## config.mk

```make
export PLATFORM = sky130hd
export DESIGN_NAME = shared_mult_sched
export DESIGN_NICKNAME = d
export VERILOG_FILES = /design/src/rtl/shared_mult_sched_pkg.sv /design/src/rtl/shared_mult_sched_step.sv /design/src/rtl/shared_mult_sched.sv
export SDC_FILE = /design/constraint.sdc
export NUM_CORES = 1
export LEC_CHECK = 0
export BUFFER_PORTS_ARGS = -buffer_cell sky130_fd_sc_hd__buf_2
export CORE_MARGIN = 2
export CORE_UTILIZATION = 55
export CTS_CLUSTER_SIZE = 10
export DETAILED_ROUTE_END_ITERATION = 16
export PLACE_DENSITY = 0.76
export SYNTH_ARGS = -nofsm -noshare
export SYNTH_HDL_FRONTEND = slang
export SYNTH_HIERARCHICAL = 1
export SYNTH_SLANG_ARGS = --single-unit
```

## constraint.sdc

```tcl
create_clock -name clk -period 2.6 [get_ports clk]
set_input_delay 0.13 -clock clk [delete_from_list [all_inputs] [get_ports clk]]
set_output_delay 0.13 -clock clk [all_outputs]
set_load 0.01 [all_outputs]
```

## src/rtl/shared_mult_sched_pkg.sv

```systemverilog
// Shared definitions for the shared shift-add multiplier scheduler.
package mult_sched_pkg;

  localparam int unsigned A_W_DEF = 16;
  localparam int unsigned B_W_DEF = 8;

  typedef enum logic [1:0] {
    IDLE = 2'd0,
    RUN  = 2'd1,
    DONE = 2'd2
  } state_t;

endpackage

```

## src/rtl/shared_mult_sched_step.sv

```systemverilog
// One combinational shift-add multiply step: conditional accumulate, shift operands.
module mult_step #(
  parameter int unsigned A_W = 16,
  parameter int unsigned B_W = 8
) (
  input  logic [A_W-1:0] a_i,
  input  logic [B_W-1:0] b_i,
  input  logic [A_W-1:0] acc_i,
  output logic [A_W-1:0] a_o,
  output logic [B_W-1:0] b_o,
  output logic [A_W-1:0] acc_o
);

  // Add the multiplicand when the current multiplier LSB is set; wraps modulo 2^A_W.
  always_comb begin
    a_o   = a_i << 1;
    b_o   = b_i >> 1;
    acc_o = acc_i + (b_i[0] ? a_i : '0);
  end

endmodule

```

## src/rtl/shared_mult_sched.sv

```systemverilog
// Round-robin scheduler sharing one iterative 16x8 shift-add multiplier among N_REQ requesters.
module shared_mult_sched
  import mult_sched_pkg::*;
#(
  parameter int unsigned A_W   = A_W_DEF,
  parameter int unsigned B_W   = B_W_DEF,
  parameter int unsigned N_REQ = 2,
  parameter int unsigned ID_W  = $clog2(N_REQ)
) (
  input  logic               clk,
  input  logic               rst_n,
  input  logic [N_REQ-1:0]   req_valid,
  output logic [N_REQ-1:0]   req_ready,
  input  logic [N_REQ*A_W-1:0] req_a,
  input  logic [N_REQ*B_W-1:0] req_b,
  output logic               res_valid,
  input  logic               res_ready,
  output logic [A_W-1:0]     res_data,
  output logic [ID_W-1:0]    res_id,
  output logic               busy
);

  localparam int unsigned CNT_W = $clog2(B_W + 1);
  localparam logic [CNT_W-1:0] LAST_STEP = CNT_W'(B_W - 1);

  state_t           state_q, state_d;
  logic [A_W-1:0]   a_q, a_d;
  logic [B_W-1:0]   b_q, b_d;
  logic [A_W-1:0]   acc_q, acc_d;
  logic [CNT_W-1:0] cnt_q, cnt_d;
  logic [ID_W-1:0]  id_q, id_d;
  logic [ID_W-1:0]  rr_q, rr_d;
  logic             res_valid_q, res_valid_d;

  logic             found;
  logic [ID_W-1:0]  win;
  logic [A_W-1:0]   step_a, step_acc;
  logic [B_W-1:0]   step_b;

  mult_step #(
    .A_W (A_W),
    .B_W (B_W)
  ) u_step (
    .a_i   (a_q),
    .b_i   (b_q),
    .acc_i (acc_q),
    .a_o   (step_a),
    .b_o   (step_b),
    .acc_o (step_acc)
  );

  // Round-robin pick: first valid requester searching upward from rr_q with wrap.
  always_comb begin
    int unsigned idx;
    found = 1'b0;
    win   = '0;
    idx   = 0;
    for (int unsigned k = 0; k < N_REQ; k++) begin
      idx = (32'(rr_q) + k) % N_REQ;
      if (!found && req_valid[idx]) begin
        found = 1'b1;
        win   = ID_W'(idx);
      end
    end
  end

  // Grant is offered only while idle; no dependence on res_ready.
  always_comb begin
    req_ready = '0;
    if (state_q == IDLE && found) begin
      req_ready[win] = 1'b1;
    end
  end

  // Next-state and datapath update: accept, B_W fixed steps, then hold result until taken.
  always_comb begin
    state_d = state_q;
    a_d     = a_q;
    b_d     = b_q;
    acc_d   = acc_q;
    cnt_d   = cnt_q;
    id_d    = id_q;
    rr_d    = rr_q;
    case (state_q)
      IDLE: begin
        if (found) begin
          a_d     = req_a[32'(win)*A_W +: A_W];
          b_d     = req_b[32'(win)*B_W +: B_W];
          acc_d   = '0;
          cnt_d   = '0;
          id_d    = win;
          rr_d    = ID_W'((32'(win) + 1) % N_REQ);
          state_d = RUN;
        end
      end
      RUN: begin
        a_d   = step_a;
        b_d   = step_b;
        acc_d = step_acc;
        cnt_d = cnt_q + 1'b1;
        if (cnt_q == LAST_STEP) begin
          state_d = DONE;
        end
      end
      DONE: begin
        if (res_ready) begin
          state_d = IDLE;
        end
      end
      default: state_d = IDLE;
    endcase
    // res_valid gets its own flop so it cannot glitch on multi-bit state changes.
    res_valid_d = (state_d == DONE);
  end

  // State and datapath registers with asynchronous active-low reset.
  always_ff @(posedge clk or negedge rst_n) begin
    if (!rst_n) begin
      state_q     <= IDLE;
      a_q         <= '0;
      b_q         <= '0;
      acc_q       <= '0;
      cnt_q       <= '0;
      id_q        <= '0;
      rr_q        <= '0;
      res_valid_q <= 1'b0;
    end else begin
      state_q     <= state_d;
      a_q         <= a_d;
      b_q         <= b_d;
      acc_q       <= acc_d;
      cnt_q       <= cnt_d;
      id_q        <= id_d;
      rr_q        <= rr_d;
      res_valid_q <= res_valid_d;
    end
  end

  assign res_valid = res_valid_q;
  assign res_data  = acc_q;
  assign res_id    = id_q;
  assign busy      = (state_q != IDLE);

endmodule

```

* After elaboration in Yosys (flattened, before gate mapping)
Cells that the tools add are included.
Word-level totals: word-level logic and storage cells 56, register bits 49, bits of input ports 53, output and inout port bits 21
Operators by class: equal/unequal tests 5, add/subtract/negate cells 4, reduce and logical (&&, ||, !) cells 9, shift-type cells 2, mux-type cells 24, $lt $le $gt $ge 4
Operators by type and width (count):
- $pmux W16 S2 | 2
- $mux W16 | 3
- $shiftx A32 B6 Y16 | 1
- $add A16 B16 Y16 | 1
- $pmux W8 S2 | 1
- $shiftx A16 B5 Y8 | 1
- $mux W1 | 9
- $mux W2 | 4
- $mux W8 | 1
- $pmux W4 S2 | 1
- $lt A1 B2 Y1 const B | 3
- $pmux W2 S3 | 1
- $add A4 B1 Y4 const B | 1
- $eq A2 B2 Y1 const B | 2
- $eq A4 B3 Y1 const B | 1
- $mux W4 | 1
- $reduce_and A2 Y1 | 2
- $reduce_bool A2 Y1 | 2
- $logic_and A1 B1 Y1 | 3
- $add A1 B1 Y1 const B | 2
- $eq A2 B1 Y1 const B | 1
- $logic_not A2 Y1 | 1
- $ne A2 B2 Y1 const B | 1
- $demux W1 S1 | 1
- 2 further kinds | 2

* Longest topological paths before layout
Gate-level depths: netlist of the first run.
word-level depth 11, gate-level depth with buffers 9, mapped depth without buffers 9

* Modules after synthesis
Netlist of the first run, hierarchy kept.
Modules (own cells, without submodules):
- shared_mult_sched | times used 1, sequential area each 1226.2 µm², area each 2438.6 µm², cells each 230
- mult_step | times used 1, sequential area each 0.0 µm², area each 1017.2 µm², cells each 137

* Least setup slack after synthesis of the first run
OpenSTA, ideal clock, no wires.
path kind flip-flop to flip-flop, from register b_q[0], to register acc_q[12], in the netlist res_data[12], required time 2.479 ns, cell stages (with the launch flop) 10, buffers on the path 1, path slack 0.304 ns, data arrival time 2.175 ns, clock period less this slack 2.296 ns, library setup time 0.121 ns, cell sequence dfrtp_1 -> clkbuf_1 -> and2_1 -> ha_1 -> and3_1 -> a221o_1 -> nor4_2 -> a211oi_2 -> xor2_1 -> a22o_1
Between the ends: word-level cells in the longest chain between the ends 3
RTL lines:
- from (decl) | line shared_mult_sched.sv:28 | logic [B_W-1:0] b_q, b_d;
- from (signal assigned) | line shared_mult_sched.sv:121 | b_q <= '0;
- from (signal assigned) | line shared_mult_sched.sv:130 | b_q <= b_d;
- $mux W16 | line shared_mult_sched_step.sv:18 | acc_o = acc_i + (b_i[0] ? a_i : '0);
- $add A16 B16 Y16 | line shared_mult_sched_step.sv:18
- net step_acc[12] | line shared_mult_sched.sv:37 | logic [A_W-1:0] step_a, step_acc;
- $pmux W16 S2 | line shared_mult_sched.sv:84 | case (state_q)
- to (signal assigned) | line shared_mult_sched.sv:122 | acc_q <= '0;
- to (signal assigned) | line shared_mult_sched.sv:131 | acc_q <= acc_d;
- to (decl) | line shared_mult_sched.sv:29 | logic [A_W-1:0] acc_q, acc_d;
The timed path passes the listed nets, and every way through them passes these cells. A chain may end at the register's enable or synchronous reset.

* Final worst setup path of the first run
from register b_q[0], to register acc_q[8], in the netlist res_data[8]
Same word-level chain as after synthesis.

==> metrics.log, run 1 <==
INFO  metric run_status = finished clean
INFO  metric cts-buffers-inserted = 5
INFO  metric post_drt_wl_per_cell = 15.2 µm
INFO  metric leakage_power = 1.77 nW
INFO  metric coreArea = 5990 µm²
INFO  metric final_hold_viol_count = 0
INFO  metric crit_path_max_fanout = 8
INFO  metric die_x = 83.3 µm
INFO  metric actual_transition_at_the_worst_max_transition_pin = 891 ps
INFO  metric rsz0062_at_grt = false
INFO  metric worst_setup_slack_for_register_to_register_paths = 140 ps
INFO  metric grt_pass1_vias = 2,699
INFO  metric worst_hold_path.num_cells = 3
INFO  metric yosys_most_used_dff = sky130_fd_sc_hd__dfrtp_1
INFO  metric async_reset_ff_frac = 1.00
INFO  metric r2r.worst_path.cells = 9
INFO  metric ys_warn_count = 6
INFO  metric gpl.final_weighted_congestion = 0.893
INFO  metric worst-endpoint-required = 2790 ps
INFO  metric cts_sinks = 49
INFO  metric finish.instance_area = 3800 µm²
INFO  metric final_min_period_over_clock_period = 0.947
INFO  metric antenna_found_initial = 0
INFO  metric setup_total_negative_slack = 0 ps
INFO  metric grt_start_max_net_pins = 41
INFO  metric clock_tree_from_tritoncts = built
INFO  metric worst_min_path_start = req_valid[0]
INFO  metric hold-worst-slack = 132 ps
INFO  metric clock_insertion_delay_worst_skew = 300 ps
INFO  metric syn_inst = 367
INFO  metric fin_skew = 6.54 ps
INFO  metric floorplan.die.height = 83.3 µm
INFO  metric synth_enable_flop_cells = 0
INFO  metric syn2layout_area_growth = 9.99%
INFO  metric final-max-slew-violation-count = 0
INFO  metric total_die_area = 6930 µm²
INFO  metric remaining_antenna_violation_count = 0
INFO  metric final_layout_size_suffix_gt1_frac = 0.296
INFO  metric cts_clock_pin_slew_for_the_worst_setup_and_hold_paths = 90 ps
INFO  metric vias = 2,833
INFO  metric portBuffers = 73
INFO  metric timing.final.setup_violations = 0
INFO  metric fillerInstances = 505
INFO  metric htree_num_levels = 2
INFO  metric finish.utilization = 0.635
INFO  metric global_route.overflow_total = 0
INFO  metric place.detailed.hpwl = 5.45 mm
INFO  metric cp_data_arrival_time = 2650 ps
INFO  metric cts.repair_timing.setup_buffer_count = 0
INFO  metric layout_commonest_cell = sky130_fd_sc_hd__buf_2
INFO  metric synth_cell_type_count = 48
INFO  metric hold-path-endpoint = res_id
INFO  metric p_per_area = 1420 nW/µm²
INFO  metric detailedRoute.firstIterationViolations = 93
INFO  metric route.detailed.drc = 0
INFO  metric overall_power_after_layout = 5.41 mW
INFO  metric global_route.usage.total = 0.223
INFO  metric post_synth_instance_area = 3460 µm²
INFO  metric routed_wirelength = 7.41 mm
INFO  metric detail_route.vias_per_cell = 5.82
INFO  metric holdCritPathClass = in -> reg
INFO  metric max-vdd-ir-drop = 0.683 mV
INFO  metric timing.setup.critical_path_class = reg -> reg
INFO  metric cts.root.buffer_cell = sky130_fd_sc_hd__clkbuf_8
INFO  metric floorplan.initialDensity = 0.577
INFO  metric clockBufferDepth = 2
INFO  metric drt_first_pass_iters = 4
INFO  metric max_clock_freq = 0.406 GHz
INFO  metric top_level_ports = 74
INFO  metric layout.cells.most_common_list = sky130_fd_sc_hd__buf_2, sky130_fd_sc_hd__dfrtp_1, sky130_fd_sc_hd__a21oi_1
INFO  metric sequential_fraction_of_the_synthesis_area = 0.355
INFO  metric placedInstanceArea = 3700 µm²
INFO  metric max_cap_violations = 0
INFO  metric placementRows = 28
INFO  metric post-route-min-period = 2460 ps
INFO  metric design.final.nets = 482
INFO  metric timing.critical_path.from_type = flip-flop
INFO  metric worst_r2r_endpoint = res_data[8]
INFO  metric postSynthRegisterBits = 49
INFO  metric grt_pass1_wl = 12.9 mm
INFO  metric syn_area_cell = 9.42 µm²
INFO  metric worstReg2RegStart = b_q[0]
INFO  metric antenna_cells = 0
INFO  metric worst_slew_margin_rel = 0.404
INFO  metric crit_path_end_kind = flip-flop
## how the worst max path moves through the flow
stage / endpoint / start / cells past startpoint
finish: res_data[8] / b_q[0] / 9
global route: res_data[12] / b_q[0] / 9
CTS: res_data[8] / b_q[0] / 9
detailed placement: res_data[12] / b_q[0] / 9
global placement: res_data[12] / b_q[0] / 9
floorplan: res_data[12] / b_q[0] / 9
## synthesized netlist by cell type (2+ instances only)
cell type / n / area [µm²]
sky130_fd_sc_hd__dfrtp_1: 49 / 1230
sky130_fd_sc_hd__a21oi_1: 37 / 185
sky130_fd_sc_hd__nand2_1: 35 / 131
sky130_fd_sc_hd__buf_4: 30 / 225
sky130_fd_sc_hd__nor2b_1: 23 / 144
sky130_fd_sc_hd__a22o_1: 19 / 166
sky130_fd_sc_hd__ha_1: 16 / 200
sky130_fd_sc_hd__a31o_2: 15 / 131
sky130_fd_sc_hd__and2_1: 15 / 93.8
sky130_fd_sc_hd__o31ai_1: 11 / 82.6
sky130_fd_sc_hd__o21ai_0: 10 / 50.1
sky130_fd_sc_hd__o31ai_2: 10 / 125
sky130_fd_sc_hd__nor2_1: 9 / 33.8
sky130_fd_sc_hd__xor2_1: 8 / 70.1
sky130_fd_sc_hd__a31o_1: 7 / 61.3
sky130_fd_sc_hd__buf_2: 7 / 35.0
sky130_fd_sc_hd__clkbuf_1: 7 / 26.3
sky130_fd_sc_hd__a21o_1: 6 / 45.0
sky130_fd_sc_hd__o21ai_1: 5 / 25.0
sky130_fd_sc_hd__xnor2_1: 5 / 43.8
sky130_fd_sc_hd__and3_1: 4 / 25.0
sky130_fd_sc_hd__nand3_1: 4 / 20.0
sky130_fd_sc_hd__a22oi_1: 3 / 22.5
sky130_fd_sc_hd__mux2i_1: 3 / 30.0
sky130_fd_sc_hd__a211oi_1: 2 / 15.0
sky130_fd_sc_hd__buf_6: 2 / 22.5
sky130_fd_sc_hd__inv_1: 2 / 7.51
sky130_fd_sc_hd__nand2b_1: 2 / 12.5
sky130_fd_sc_hd__nand4_1: 2 / 12.5
## area by class of cell
cell class              instances  area, µm²  share of cell area
inverters                       2       7.51             0.00197
repair buffers                 83        455               0.120
clock buffers                   7       86.3              0.0227
multi-input cells             271       1930               0.508
flip-flops and latches         49       1230               0.323
well taps                      75       93.8              0.0247
## metal layers
layer	share of wire	track usage
met1	0.47	0.305
met2	0.48	0.361
met3	0.041	0.0388
met4	0.011	0.0641
met5	0	0
## timing repair
| action | 4_1_cts | 5_1_grt |
|---|---|---|
| setup endpoints to repair | 0 | 1 |
| resized for setup | 0 | 1 |
| hold endpoints to repair | 26 | 0 |
| hold buffers | 1 | 0 |
## kinds of logic after synthesis
| logic type | share of synthesized area |
|---|---|
| other | 0.00109 |
| xor gates and xnor gates | 0.0329 |
| DFF | 0.355 |
| muxes | 0.00869 |
| adders and majority gates | 0.0637 |
| and+or+nand+nor | 0.150 |
| buffers and inverters | 0.0916 |
| AOI/OAI and AO/OA | 0.298 |
## stage by stage
| step | setup slack [ps] | instances |
|---|---|---|
| after global placement | 229 | 479 |
| after floorplan | 304 | 368 |
| after CTS | 155 | 487 |
| final | 137 | 487 |
| after detailed placement | 172 | 479 |
| after global routing | 1.47 | 487 |
## critical path, cell delays in order, from the launching register on
cell                      delay, ps
sky130_fd_sc_hd__dfrtp_1        440
sky130_fd_sc_hd__and2_1         180
sky130_fd_sc_hd__ha_1           220
sky130_fd_sc_hd__fa_1           420
sky130_fd_sc_hd__a21o_1         230
sky130_fd_sc_hd__a31o_2         260
sky130_fd_sc_hd__nand2_1        140
sky130_fd_sc_hd__a21oi_1        110
sky130_fd_sc_hd__xor2_1         150
sky130_fd_sc_hd__a22o_1         210
## power breakdown
part | leakage [nW] | total, mW | internal (mW) | switching, mW
logic | 1.14 | 3.47 | 1.70 | 1.77
registers | 0.589 | 1.49 | 1.18 | 0.306
clock network | 0.0443 | 0.455 | 0.212 | 0.243
## registers in the layout, summed over array words and instances (netlist names)
name       count
res_valid      1
res_id         1
b_q            8
rr_q           1
cnt_q          4
state_q        2
res_data      16
a_q           16
No activity file was read; power rests on OpenSTA's default activity.
==> run 2, diff against run 1 <==
--- a/config.mk
+++ b/config.mk
@@ -11,6 +11,7 @@
 export CTS_CLUSTER_SIZE = 10
 export DETAILED_ROUTE_END_ITERATION = 16
 export PLACE_DENSITY = 0.76
+export SETUP_SLACK_MARGIN = 0.2
 export SYNTH_ARGS = -nofsm -noshare
 export SYNTH_HDL_FRONTEND = slang
 export SYNTH_HIERARCHICAL = 1
==> constraint.sdc (replaced) <==
create_clock -name clk -period 2.7 [get_ports clk]
set_input_delay 0.135 -clock clk [delete_from_list [all_inputs] [get_ports clk]]
set_output_delay 0.135 -clock clk [all_outputs]
set_load 0.01 [all_outputs]
==> metrics.log, run 2 (synthesis gave the netlist of run 1 again) <==
INFO  metric coreArea = 5990 µm² (unchanged)
INFO  metric fillerInstances = 486 (was 505)
INFO  metric max-vdd-ir-drop = 0.763 mV (was 0.683 mV)
INFO  metric holdCritPathClass = in -> reg (unchanged)
INFO  metric seqPwrFrac = 0.274 (was 0.275)
INFO  metric sequential_cell_area = 1230 µm² (unchanged)
INFO  metric final_cells = 488 (was 487)
INFO  metric timing.critical_path.from_type = flip-flop (unchanged)
INFO  metric route.detailed.drc = 0 (unchanged)
INFO  metric antenna_found_initial = 0 (unchanged)
INFO  metric cp-startpoint = b_q[0] (unchanged)
INFO  metric clkPwrFrac = 0.081 (was 0.084)
INFO  metric remaining_antenna_violation_count = 0 (unchanged)
INFO  metric floorplan.initialDensity = 0.577 (unchanged)
INFO  metric cell_internal_power = 3.08 mW (was 3.09 mW)
INFO  metric place.detailed.hpwl = 5.35 mm (was 5.45 mm)
INFO  metric die_x = 83.3 µm (unchanged)
INFO  metric gpl.final_weighted_congestion = 0.920 (was 0.893)
INFO  metric power.switching = 2.34 mW (was 2.32 mW)
INFO  metric final_hold_viol_count = 0 (unchanged)
INFO  metric max_stage_delay = 420 ps (was 440 ps)
INFO  metric post_drt_wl_per_cell = 15.6 µm (was 15.2 µm)
INFO  metric clock_tree_from_tritoncts = built (unchanged)
INFO  metric multi_input_area = 1990 µm² (was 1930 µm²)
INFO  metric timing.final.setup_violations = 0 (unchanged)
INFO  metric detail_route.vias_per_cell = 5.84 (was 5.82)
INFO  metric worstReg2RegStart = b_q[0] (unchanged)
INFO  metric top_level_ports = 74 (unchanged)
INFO  metric power.combinational.fraction = 0.645 (was 0.640)
INFO  metric grt_pass1_vias = 2,677 (was 2,699)
INFO  metric routed_wirelength = 7.62 mm (was 7.41 mm)
INFO  metric global_route.usage.total = 0.218 (was 0.223)
INFO  metric cts-buffers-inserted = 5 (unchanged)
INFO  metric post-route-min-period = 2400 ps (was 2460 ps)
INFO  metric worst-endpoint-required = 2900 ps (was 2790 ps)
INFO  metric drt_first_pass_iters = 4 (unchanged)
INFO  metric final_layout_size_suffix_gt1_frac = 0.312 (was 0.296)
INFO  metric final_min_period_over_clock_period = 0.890 (was 0.947)
INFO  metric worst_min_path_start = req_a[31] (was req_valid[0])
INFO  metric htree_num_levels = 2 (unchanged)
INFO  metric layout.cells.most_common_list = sky130_fd_sc_hd__buf_2, sky130_fd_sc_hd__dfrtp_1, sky130_fd_sc_hd__a21oi_1 (unchanged)
INFO  metric cts.root.buffer_cell = sky130_fd_sc_hd__clkbuf_8 (unchanged)
INFO  metric max_clock_freq = 0.416 GHz (was 0.406 GHz)
INFO  metric clock_insertion_delay_worst_skew = 300 ps (about the same)
INFO  metric floorplan.die.height = 83.3 µm (unchanged)
INFO  metric cp_slowest_cell = sky130_fd_sc_hd__dfrtp_1 (unchanged)
INFO  metric critical_path.cell_chain = buf_6, and2_1, ha_4, a21o_1, a221o_1, nor4_4, a211oi_2, xor2_1, a22o_1 (was and2_1, ha_1, fa_1, a21o_1, a31o_2, nand2_1, a21oi_1, xor2_1, a22o_1)
INFO  metric detailedRoute.firstIterationViolations = 94 (was 93)
INFO  metric antenna_cells = 0 (unchanged)
INFO  metric clockBufferDepth = 2 (unchanged)
INFO  metric actual_transition_at_the_worst_max_transition_pin = 888 ps (was 891 ps)
INFO  metric leakage_power = 1.78 nW (was 1.77 nW)
INFO  metric worst_slew_margin_rel = 0.407 (was 0.404)
INFO  metric placementRows = 28 (unchanged)
INFO  metric cp_data_arrival_time = 2600 ps (was 2650 ps)
INFO  metric p_per_area = 1400 nW/µm² (was 1420 nW/µm²)
INFO  metric portBuffers = 73 (unchanged)
INFO  metric vias = 2,848 (was 2,833)
INFO  metric cts_clock_pin_slew_for_the_worst_setup_and_hold_paths = 90 ps (about the same)
INFO  metric rsz0062_at_grt = false (unchanged)
INFO  metric syn2layout_area_growth = 12.2% (was 9.99%)
INFO  metric layout_commonest_cell = sky130_fd_sc_hd__buf_2 (unchanged)
INFO  metric cts_sinks = 49 (unchanged)
INFO  metric final-max-slew-violation-count = 0 (unchanged)
INFO  metric crit_path_max_fanout = 12 (was 8)
INFO  metric setup_total_negative_slack = 0 ps (unchanged)
INFO  metric run_status = finished clean (unchanged)
INFO  metric total_die_area = 6930 µm² (unchanged)
INFO  metric global_route.overflow_total = 0 (unchanged)
INFO  metric numPlacedInstances = 476 (was 479)
INFO  metric max_cap_violations = 0 (unchanged)
INFO  metric grt_pass1_wl = 12.6 mm (was 12.9 mm)
INFO  metric crit_path_end_kind = flip-flop (unchanged)
INFO  metric grt_start_max_net_pins = 44 (was 41)
INFO  metric timing.setup.critical_path_class = reg -> reg (unchanged)
INFO  metric fin_skew = 3.31 ps (was 6.54 ps)
INFO  metric design.final.nets = 482 (unchanged)
INFO  metric switching_share = 0.431 (was 0.428)
## run 2: cell count changes in the layout (fill, tap and decap cells not counted), sizes merged
cell	delta
clkinv	+2
clkinvlp	+1
clkbuf	-2
## run 2: layout make-up
cell class | instances | share of cell area
multi-input cells | 271 | 0.514
flip-flops and latches | 49 | 0.316
repair buffers | 83 | 0.122
well taps | 75 | 0.0242
clock buffers | 5 | 0.0177
clock inverters | 3 | 0.00452
inverters | 2 | 0.00194
## run 2: timing repair
action / 4_1_cts / 5_1_grt
setup buffers: 0 / 3
setup endpoints to repair: 0 / 6
gates resized for setup: 0 / 11
hold endpoints to repair: 27 / 0
hold buffers: 1 / 0
## run 2: power by group through the flow
stage / Combinational (mW) / Sequential [mW] / Clock, mW
4_1_cts: 3.32 / 1.47 / 0.446
6_report: 3.49 / 1.49 / 0.436
5_1_grt: 3.86 / 1.54 / 0.476
3_5_place_dp: 3.30 / 1.48 / 0
3_3_place_gp: 3.19 / 1.47 / 0
2_1_floorplan: 2.85 / 1.44 / 0
## run 2: path summary, 6_finish.rpt
kind | endpoint | slack, ps | cells past startpoint
min in group asynchronous | res_data[4] | 390 | 2
hold reg to reg | rr_q | 480 | 1
setup reg to reg | res_data[12] | 300 | 9
max in group asynchronous | b_q[0] | 1550 | 3
setup / recovery | res_data[12] | 300 | 9
hold / removal | a_q[15] | 130 | 3
## run 2: stage by stage
stage / hold WS (ps) / util / setup WS, ps / total power, mW / area [µm²]
global route: 137 / 0.647 / 195 / 5.88 / 3880
CTS: 123 / 0.633 / 224 / 5.24 / 3790
global placement: 201 / 0.617 / 359 / 4.66 / 3690
detailed placement: 203 / 0.617 / 287 / 4.78 / 3690
finish: 127 / 0.647 / 296 / 5.42 / 3880
floorplan: -161 / - / 404 / 4.29 / 3460
## run 2: per-layer routing
layer / vias to the layer above / routed length (µm) / track usage
li1: 1401 / - / -
met1: 1361 / 3420 / 0.290
met2: 75 / 3820 / 0.371
met3: 11 / 286 / 0.0338
met4: 0 / 80 / 0.0522
met5: - / 0 / 0
## run 2: critical path, delay by kind of cell (launching register included)
kind                     cells  cell delay (ps)
AND/OR/NAND/NOR              2              480
XOR/XNOR                     1              150
buffers and inverters        1              150
AO/OA/AOI/OAI                4              860
flip-flops                   1              420
adder cells (fa/ha/maj)      1              250
